## config.mk

```make
export PLATFORM = sky130hd
export DESIGN_NAME = serial_add_ctrl_flat
export DESIGN_NICKNAME = d
export VERILOG_FILES = /design/src/rtl/serial_add_pkg.sv /design/src/rtl/serial_add_ctrl_if.sv /design/src/rtl/fa_cell.sv /design/src/rtl/serial_add_ctrl.sv /design/src/flat_wrapper.sv
export SDC_FILE = /design/constraint.sdc
export NUM_CORES = 1
export LEC_CHECK = 0
export CAP_MARGIN = 30
export CORE_AREA = 2 2 72 74
export CTS_CLUSTER_DIAMETER = 40
export DETAILED_ROUTE_END_ITERATION = 8
export DIE_AREA = 0 0 74 76
export HOLD_SLACK_MARGIN = 0.03
export PLACE_DENSITY_LB_ADDON = 0.2
export SKIP_LAST_GASP = 1
export SLEW_MARGIN = 10
export SYNTH_ARGS = -nofsm -noshare
export SYNTH_HDL_FRONTEND = slang
export SYNTH_SLANG_ARGS = --single-unit
export TNS_END_PERCENT = 50
```

## constraint.sdc

```tcl
create_clock -name clk -period 3.9 [get_ports clk]
set_clock_uncertainty 0.15 [all_clocks]
set_input_delay 0.39 -clock clk [delete_from_list [all_inputs] [get_ports clk]]
set_output_delay 0.39 -clock clk [all_outputs]
set_load 0.05 [all_outputs]
```

## src/rtl/serial_add_pkg.sv

```systemverilog
// Shared types and constants for the bit-serial adder controller.
// Optional SERIAL_ADD_OVF_EN build adds a signed-overflow flag to the result.
package serial_add_pkg;

    localparam int DEFAULT_WIDTH = 8;

    typedef enum logic [1:0] {
        IDLE = 2'b00,
        RUN  = 2'b01,
        DONE = 2'b10
    } state_t;

    // Bit-counter width; it must hold WIDTH because it advances past the last bit.
    function automatic int cnt_width(input int width);
        return $clog2(width + 1);
    endfunction

endpackage

```

## src/rtl/serial_add_ctrl_if.sv

```systemverilog
// Request/result bundle between the requesting unit and serial_add_ctrl.
// ovf exists only when SERIAL_ADD_OVF_EN is defined.
interface serial_add_ctrl_if #(
    parameter int WIDTH = serial_add_pkg::DEFAULT_WIDTH
);
    logic             start;
    logic [WIDTH-1:0] a;
    logic [WIDTH-1:0] b;
    logic             cin;
    logic             busy;
    logic             done;
    logic [WIDTH-1:0] sum;
    logic             cout;
`ifdef SERIAL_ADD_OVF_EN
    logic             ovf;
`endif

    modport master (
        output start, a, b, cin,
`ifdef SERIAL_ADD_OVF_EN
        input  ovf,
`endif
        input  busy, done, sum, cout
    );

    modport slave (
        input  start, a, b, cin,
`ifdef SERIAL_ADD_OVF_EN
        output ovf,
`endif
        output busy, done, sum, cout
    );

endinterface

```

## src/rtl/fa_cell.sv

```systemverilog
// Single combinational full-adder cell shared across all bit positions.
module fa_cell (
    input  logic a,
    input  logic b,
    input  logic ci,
    output logic s,
    output logic co
);

    assign s  = a ^ b ^ ci;
    assign co = (a & b) | (a & ci) | (b & ci);

endmodule

```

## src/rtl/serial_add_ctrl.sv

```systemverilog
// Bit-serial adder controller: one full-adder cell, WIDTH cycles per add, LSB first.
// Define SERIAL_ADD_OVF_EN to add the signed-overflow output bus.ovf.
module serial_add_ctrl
    import serial_add_pkg::*;
#(
    parameter int WIDTH = DEFAULT_WIDTH,
    localparam int CNT_W = cnt_width(WIDTH)
) (
    input  logic               clk,
    input  logic               rst_n,
    serial_add_ctrl_if.slave   bus
);

    state_t           state_q, state_d;
    logic [WIDTH-1:0] a_sh, b_sh, sum_q;
    logic             carry_q, cout_q;
    logic [CNT_W-1:0] cnt_q;
    logic             fa_s, fa_co;
    logic             accept, last_bit;

    fa_cell u_fa (
        .a  (a_sh[0]),
        .b  (b_sh[0]),
        .ci (carry_q),
        .s  (fa_s),
        .co (fa_co)
    );

    assign accept   = (state_q == IDLE) && bus.start;
    assign last_bit = (cnt_q == CNT_W'(WIDTH - 1));

    always_ff @(posedge clk or negedge rst_n) begin
        if (!rst_n) state_q <= IDLE;
        else        state_q <= state_d;
    end

    always_comb begin
        state_d = state_q;
        case (state_q)
            IDLE:    if (bus.start) state_d = RUN;
            RUN:     if (last_bit)  state_d = DONE;
            DONE:    state_d = IDLE;
            default: state_d = IDLE;
        endcase
    end

    // Sum bits enter at the MSB so the LSB-first result ends up in place after WIDTH shifts.
    always_ff @(posedge clk or negedge rst_n) begin
        if (!rst_n) begin
            a_sh    <= '0;
            b_sh    <= '0;
            sum_q   <= '0;
            carry_q <= 1'b0;
            cout_q  <= 1'b0;
            cnt_q   <= '0;
        end else if (accept) begin
            a_sh    <= bus.a;
            b_sh    <= bus.b;
            carry_q <= bus.cin;
            sum_q   <= '0;
            cout_q  <= 1'b0;
            cnt_q   <= '0;
        end else if (state_q == RUN) begin
            a_sh    <= a_sh >> 1;
            b_sh    <= b_sh >> 1;
            carry_q <= fa_co;
            sum_q   <= {fa_s, sum_q[WIDTH-1:1]};
            cnt_q   <= cnt_q + CNT_W'(1);
            if (last_bit) cout_q <= fa_co;
        end
    end

`ifdef SERIAL_ADD_OVF_EN
    logic ovf_q;

    // On the MSB cycle carry_q is the carry into the sign bit.
    always_ff @(posedge clk or negedge rst_n) begin
        if (!rst_n)                          ovf_q <= 1'b0;
        else if (accept)                     ovf_q <= 1'b0;
        else if (state_q == RUN && last_bit) ovf_q <= carry_q ^ fa_co;
    end

    assign bus.ovf = ovf_q;
`endif

    assign bus.busy = (state_q != IDLE);
    assign bus.done = (state_q == DONE);
    assign bus.sum  = sum_q;
    assign bus.cout = cout_q;

endmodule

```

## src/flat_wrapper.sv

```systemverilog
// flat-port wrapper written by rule: the top's interface ports become plain ports
module serial_add_ctrl_flat import serial_add_pkg::*;
#(
    parameter int WIDTH = DEFAULT_WIDTH,
    localparam int CNT_W = cnt_width(WIDTH)
)
  (clk, rst_n, bus_start, bus_a, bus_b, bus_cin, bus_busy, bus_done, bus_sum, bus_cout);
  serial_add_ctrl_if #(.WIDTH(WIDTH)) bus_i ();
  input  logic clk;
  input  logic rst_n;
  input wire logic [$bits(bus_i.start)-1:0] bus_start;
  input wire logic [$bits(bus_i.a)-1:0] bus_a;
  input wire logic [$bits(bus_i.b)-1:0] bus_b;
  input wire logic [$bits(bus_i.cin)-1:0] bus_cin;
  output wire logic [$bits(bus_i.busy)-1:0] bus_busy;
  output wire logic [$bits(bus_i.done)-1:0] bus_done;
  output wire logic [$bits(bus_i.sum)-1:0] bus_sum;
  output wire logic [$bits(bus_i.cout)-1:0] bus_cout;
  assign bus_i.start = bus_start;
  assign bus_i.a = bus_a;
  assign bus_i.b = bus_b;
  assign bus_i.cin = bus_cin;
  assign bus_busy = bus_i.busy;
  assign bus_done = bus_i.done;
  assign bus_sum = bus_i.sum;
  assign bus_cout = bus_i.cout;
  serial_add_ctrl #(.WIDTH(WIDTH)) u_core (.clk(clk), .rst_n(rst_n), .bus(bus_i));
endmodule
```

==> key figures <==
Placed design
  – Detailed placer's ending HPWL: around 2000 um
  – Buffers added on ports: 30
  – Post-Place Cell Area: approximately 1800 um^2
  – Final RePlAce weighted congestion: ~0.69
  – Minimum setup slack after placement: approximately 1700 ps

Die
  – Number of placement rows: 26
  – Placeable core area: approximately 4900 um^2
  – Die Height: 76 um
  – Initial cell density of the core: between 20 and 30%
  – Number of I/O pins: 31
  – Die X-Extent: about 74 um
  – Area of the die: about 5600 um^2

Synth
  – Post-Syn Instances: 143
  – Most frequent cell after synthesis: sky130_fd_sc_hd__nand2_1
  – Post-Syn Nets: about 170
  – Avg Cell Area, Syn: slightly below 10 um^2
  – Post-synth EDFFs: 0
  – Share of synthesized area occupied by flip-flops and latches: a little under three fifths
  – Portion of synthesized cell area occupied by the leading cell type: 56.94%
  – Synthesized cell area: roughly 1400 um^2
  – Post-synth top flop: sky130_fd_sc_hd__dfrtp_1
  – Top post-synthesis cells by area: sky130_fd_sc_hd__dfrtp_1 57%, sky130_fd_sc_hd__nand2_1 14%, sky130_fd_sc_hd__a22oi_1 7.5%, sky130_fd_sc_hd__o21ai_0 3.9%, sky130_fd_sc_hd__buf_4 2.1%
  – Ranking of synthesized cells by instance count: 51 x sky130_fd_sc_hd__nand2_1, 32 x sky130_fd_sc_hd__dfrtp_1, 14 x sky130_fd_sc_hd__a22oi_1
  – Warning count from the yosys run: 0
  – Unique cell type count in the Yosys netlist: 28
  – Seq cells post-synth: 32
  – Fraction of registers with async set or reset after synthesis: 100.0%
  – Dominant cell type by area after synthesis: sky130_fd_sc_hd__dfrtp_1

Cells and area
  – Area added between synthesis and finish: 31.49%
  – Fin area: about 1800 um^2
  – Ant. Diodes: 0
  – Fraction of final layout cells sized beyond drive strength 1: ~8.0%
  – Nets: 196

Timing
  – Final setup TNS: 0 ps
  – Hold violation total from the final report: 0
  – RSZ-0062 raised after global routing: no
  – Max Fclk: roughly 0.44 GHz
  – Final setup vio count: 0
  – Slew at the pin with the worst max-slew slack: between 700 and 800 ps
  – Relative max-transition margin: about half
  – Worst setup margin: between 1500 and 2000 ps
  – Pins over their slew limit: 0
  – Time the worst path needs with I/O delays and setup: between 2000 and 2500 ps
  – Final Cycle Share: around three fifths

Route
  – Drt via density: 4.498
  – Router iterations before antenna repair: 4
  – Vias post-DR: approximately 1100
  – Routed Wire Length: 2920 um
  – Average wire per cell in the routed design: roughly 12 um
  – DRC violation count after routing: 0
  – Post-route antenna net violation count: 0
  – Number of DRC markers in iteration 0: between 90 and 100

Run
  – Number of max-capacitance violations reported: 0

Pwr
  – Peak supply drop: between 0.0003 and 0.0004 V
  – Power density of the placed cells: just under 800 nW/um^2
  – Internal Pwr Total: 840.0 uW
  – Proportion of power drawn by flip-flops and latches: between 30% and 40%
  – Leakage dissipation: approximately 0.85 nW
  – Switching Fraction: about two fifths
  – Combinational share of power: 42.7%
  – Part of the power in the clock network: ~18%
  – P_sw: roughly 600 uW

Critical path
  – Kind of critical path: register to output port
  – Top delay family on crit path: buffers and inverters
  – Data required, critical path: 3360 ps
  – Critical path startpoint category: register
  – Setup crit end kind: output port
  – Critical path buffers and inverters: 1
  – Maximum fanout along the worst path: 7
  – Worst path max stage delay: 700 ps
  – Ordered cell list for the critical path: or2_2, clkdlybuf4s50_1
  – Slowest stage cell on the critical path: sky130_fd_sc_hd__clkdlybuf4s50_1
  – Arrival time of data at the critical path endpoint: approximately 1700 ps

Clocking
  – Clock tree from TritonCTS: done
  – Number of clock buffers inserted by TritonCTS: 5
  – H-tree levels: 2
  – Clock insertion delay at the later pin of the skew report: between 200 and 300 ps
  – Clock net sink count: 32
  – # Post-CTS Setup Buffers: 0
  – Number of buffers inserted for hold repair after clock tree synthesis: 0
  – Bufs on Longest Clock Path: 2
  – Clock transition at path regs: approximately 60 ps
  – Total of cells resized after clock tree synthesis: 0
  – Buffer type at the clock tree root: sky130_fd_sc_hd__clkbuf_8

Global routing
  – Peak-usage layer in the global routing report: met2
  – Number of antenna violations at the first check in global routing: 0
  – Grt total ovfl: 0
  – Met3 global-route usage: between 3 and 4%
  – Global-route usage over all layers: 11.96%
  – Maximum number of pins on one net before global-route repair: 33
  – Via count of the first global-routing pass: roughly 1100
  – Met2 track demand over resource: between 10% and 20%
  – Global-route wire length before repair: between 5000 and 6000 um
  – Met1 GRT Util: 16.20%

Status
  – Result of the run: completed

Worst hold path
  – Path type of the worst min-delay path: register to register
-- cells by family (layout without fill, tap and decap cells) --
kind of cell / count (synthesis) / after routing / share of synthesized area, %
and+or+nand+nor: 65 / 65 / 20.02
buffers and inverters: 12 / 44 / 5.071
adders and majority gates: 2 / 2 / 2.313
DFF: 32 / 32 / 56.94
muxes: 1 / 1 / 0.7118
AOI/OAI and AO/OA: 31 / 31 / 14.95
-- worst paths after layout --
path                                   start                 to  slack (ps)  cells after the start
max                        u_core.state_q[0]           bus_busy        1620                      2
min                           u_core.a_sh[4]     u_core.a_sh[4]         320                      2
max reg2reg                u_core.state_q[0]     u_core.carry_q        2120                      3
min reg2reg                   u_core.a_sh[4]     u_core.a_sh[4]         320                      2
max in group asynchronous              rst_n     u_core.a_sh[5]        2940                      2
min in group asynchronous              rst_n  u_core.bus.sum[4]         360                      2
-- worst reg2reg max path, cell delays in order (launching register included) --
cell                      delay (ps)
sky130_fd_sc_hd__dfrtp_1         450
sky130_fd_sc_hd__nor3b_2         590
sky130_fd_sc_hd__buf_4           350
sky130_fd_sc_hd__a221o_1         180
-- state kept, by name (all words and copies together) (netlist names) --
signal and count:
u_core.a_sh 8, u_core.state_q 2, u_core.b_sh 8, u_core.carry_q 1
u_core.cnt_q 4, u_core.bus.sum 8, u_core.bus.cout 1
-- power groups by stage --
stage	combinational (mW)	sequential, mW	clock [mW]
after floorplan	0.337	0.679	0
after global placement	0.610	0.563	0
after detailed placement	0.623	0.566	0
after CTS	0.624	0.562	0.272
after global routing	0.682	0.582	0.291
final	0.614	0.561	0.262
-- metrics by stage --
step | hold WS [ps] | power (mW) | utilization, % | instances
finish | 324.5 | 1.436 | 37.65 | 245
global route | 350.3 | 1.555 | 37.65 | 245
CTS | 330.5 | 1.458 | 37.65 | 245
detailed placement | 313.8 | 1.189 | 35.76 | 237
global placement | 306.7 | 1.173 | 35.76 | 237
floorplan | -55.59 | 1.016 | - | 143
-- final cells by class --
class / count / area [um^2]
clock inverter: 2 / 10.01
fill: 508 / 3063
timing repair buffer: 33 / 322.8
sequential: 32 / 800.8
multi-input combinational: 99 / 534.3
clock buffer: 6 / 82.58
tap: 70 / 87.58
inverter: 3 / 11.26
-- layer usage --
metal | part of all wire, % | up-vias
li1 | - | 539
met1 | 46 | 532
met2 | 47 | 26
met3 | 4.8 | 5
met4 | 1.6 | 0
met5 | 0 | -
-- cells in the final DEF, fill, tap and decap left out, types with 3 or more instances in the layout --
cell,instances
sky130_fd_sc_hd__o21ai_0,11
sky130_fd_sc_hd__clkbuf_8,6
sky130_fd_sc_hd__a22oi_1,14
sky130_fd_sc_hd__clkdlybuf4s50_1,30
sky130_fd_sc_hd__dfrtp_1,32
sky130_fd_sc_hd__buf_4,3
sky130_fd_sc_hd__nand2_1,51
sky130_fd_sc_hd__inv_1,3
Power figures use the tool's default switching activity.
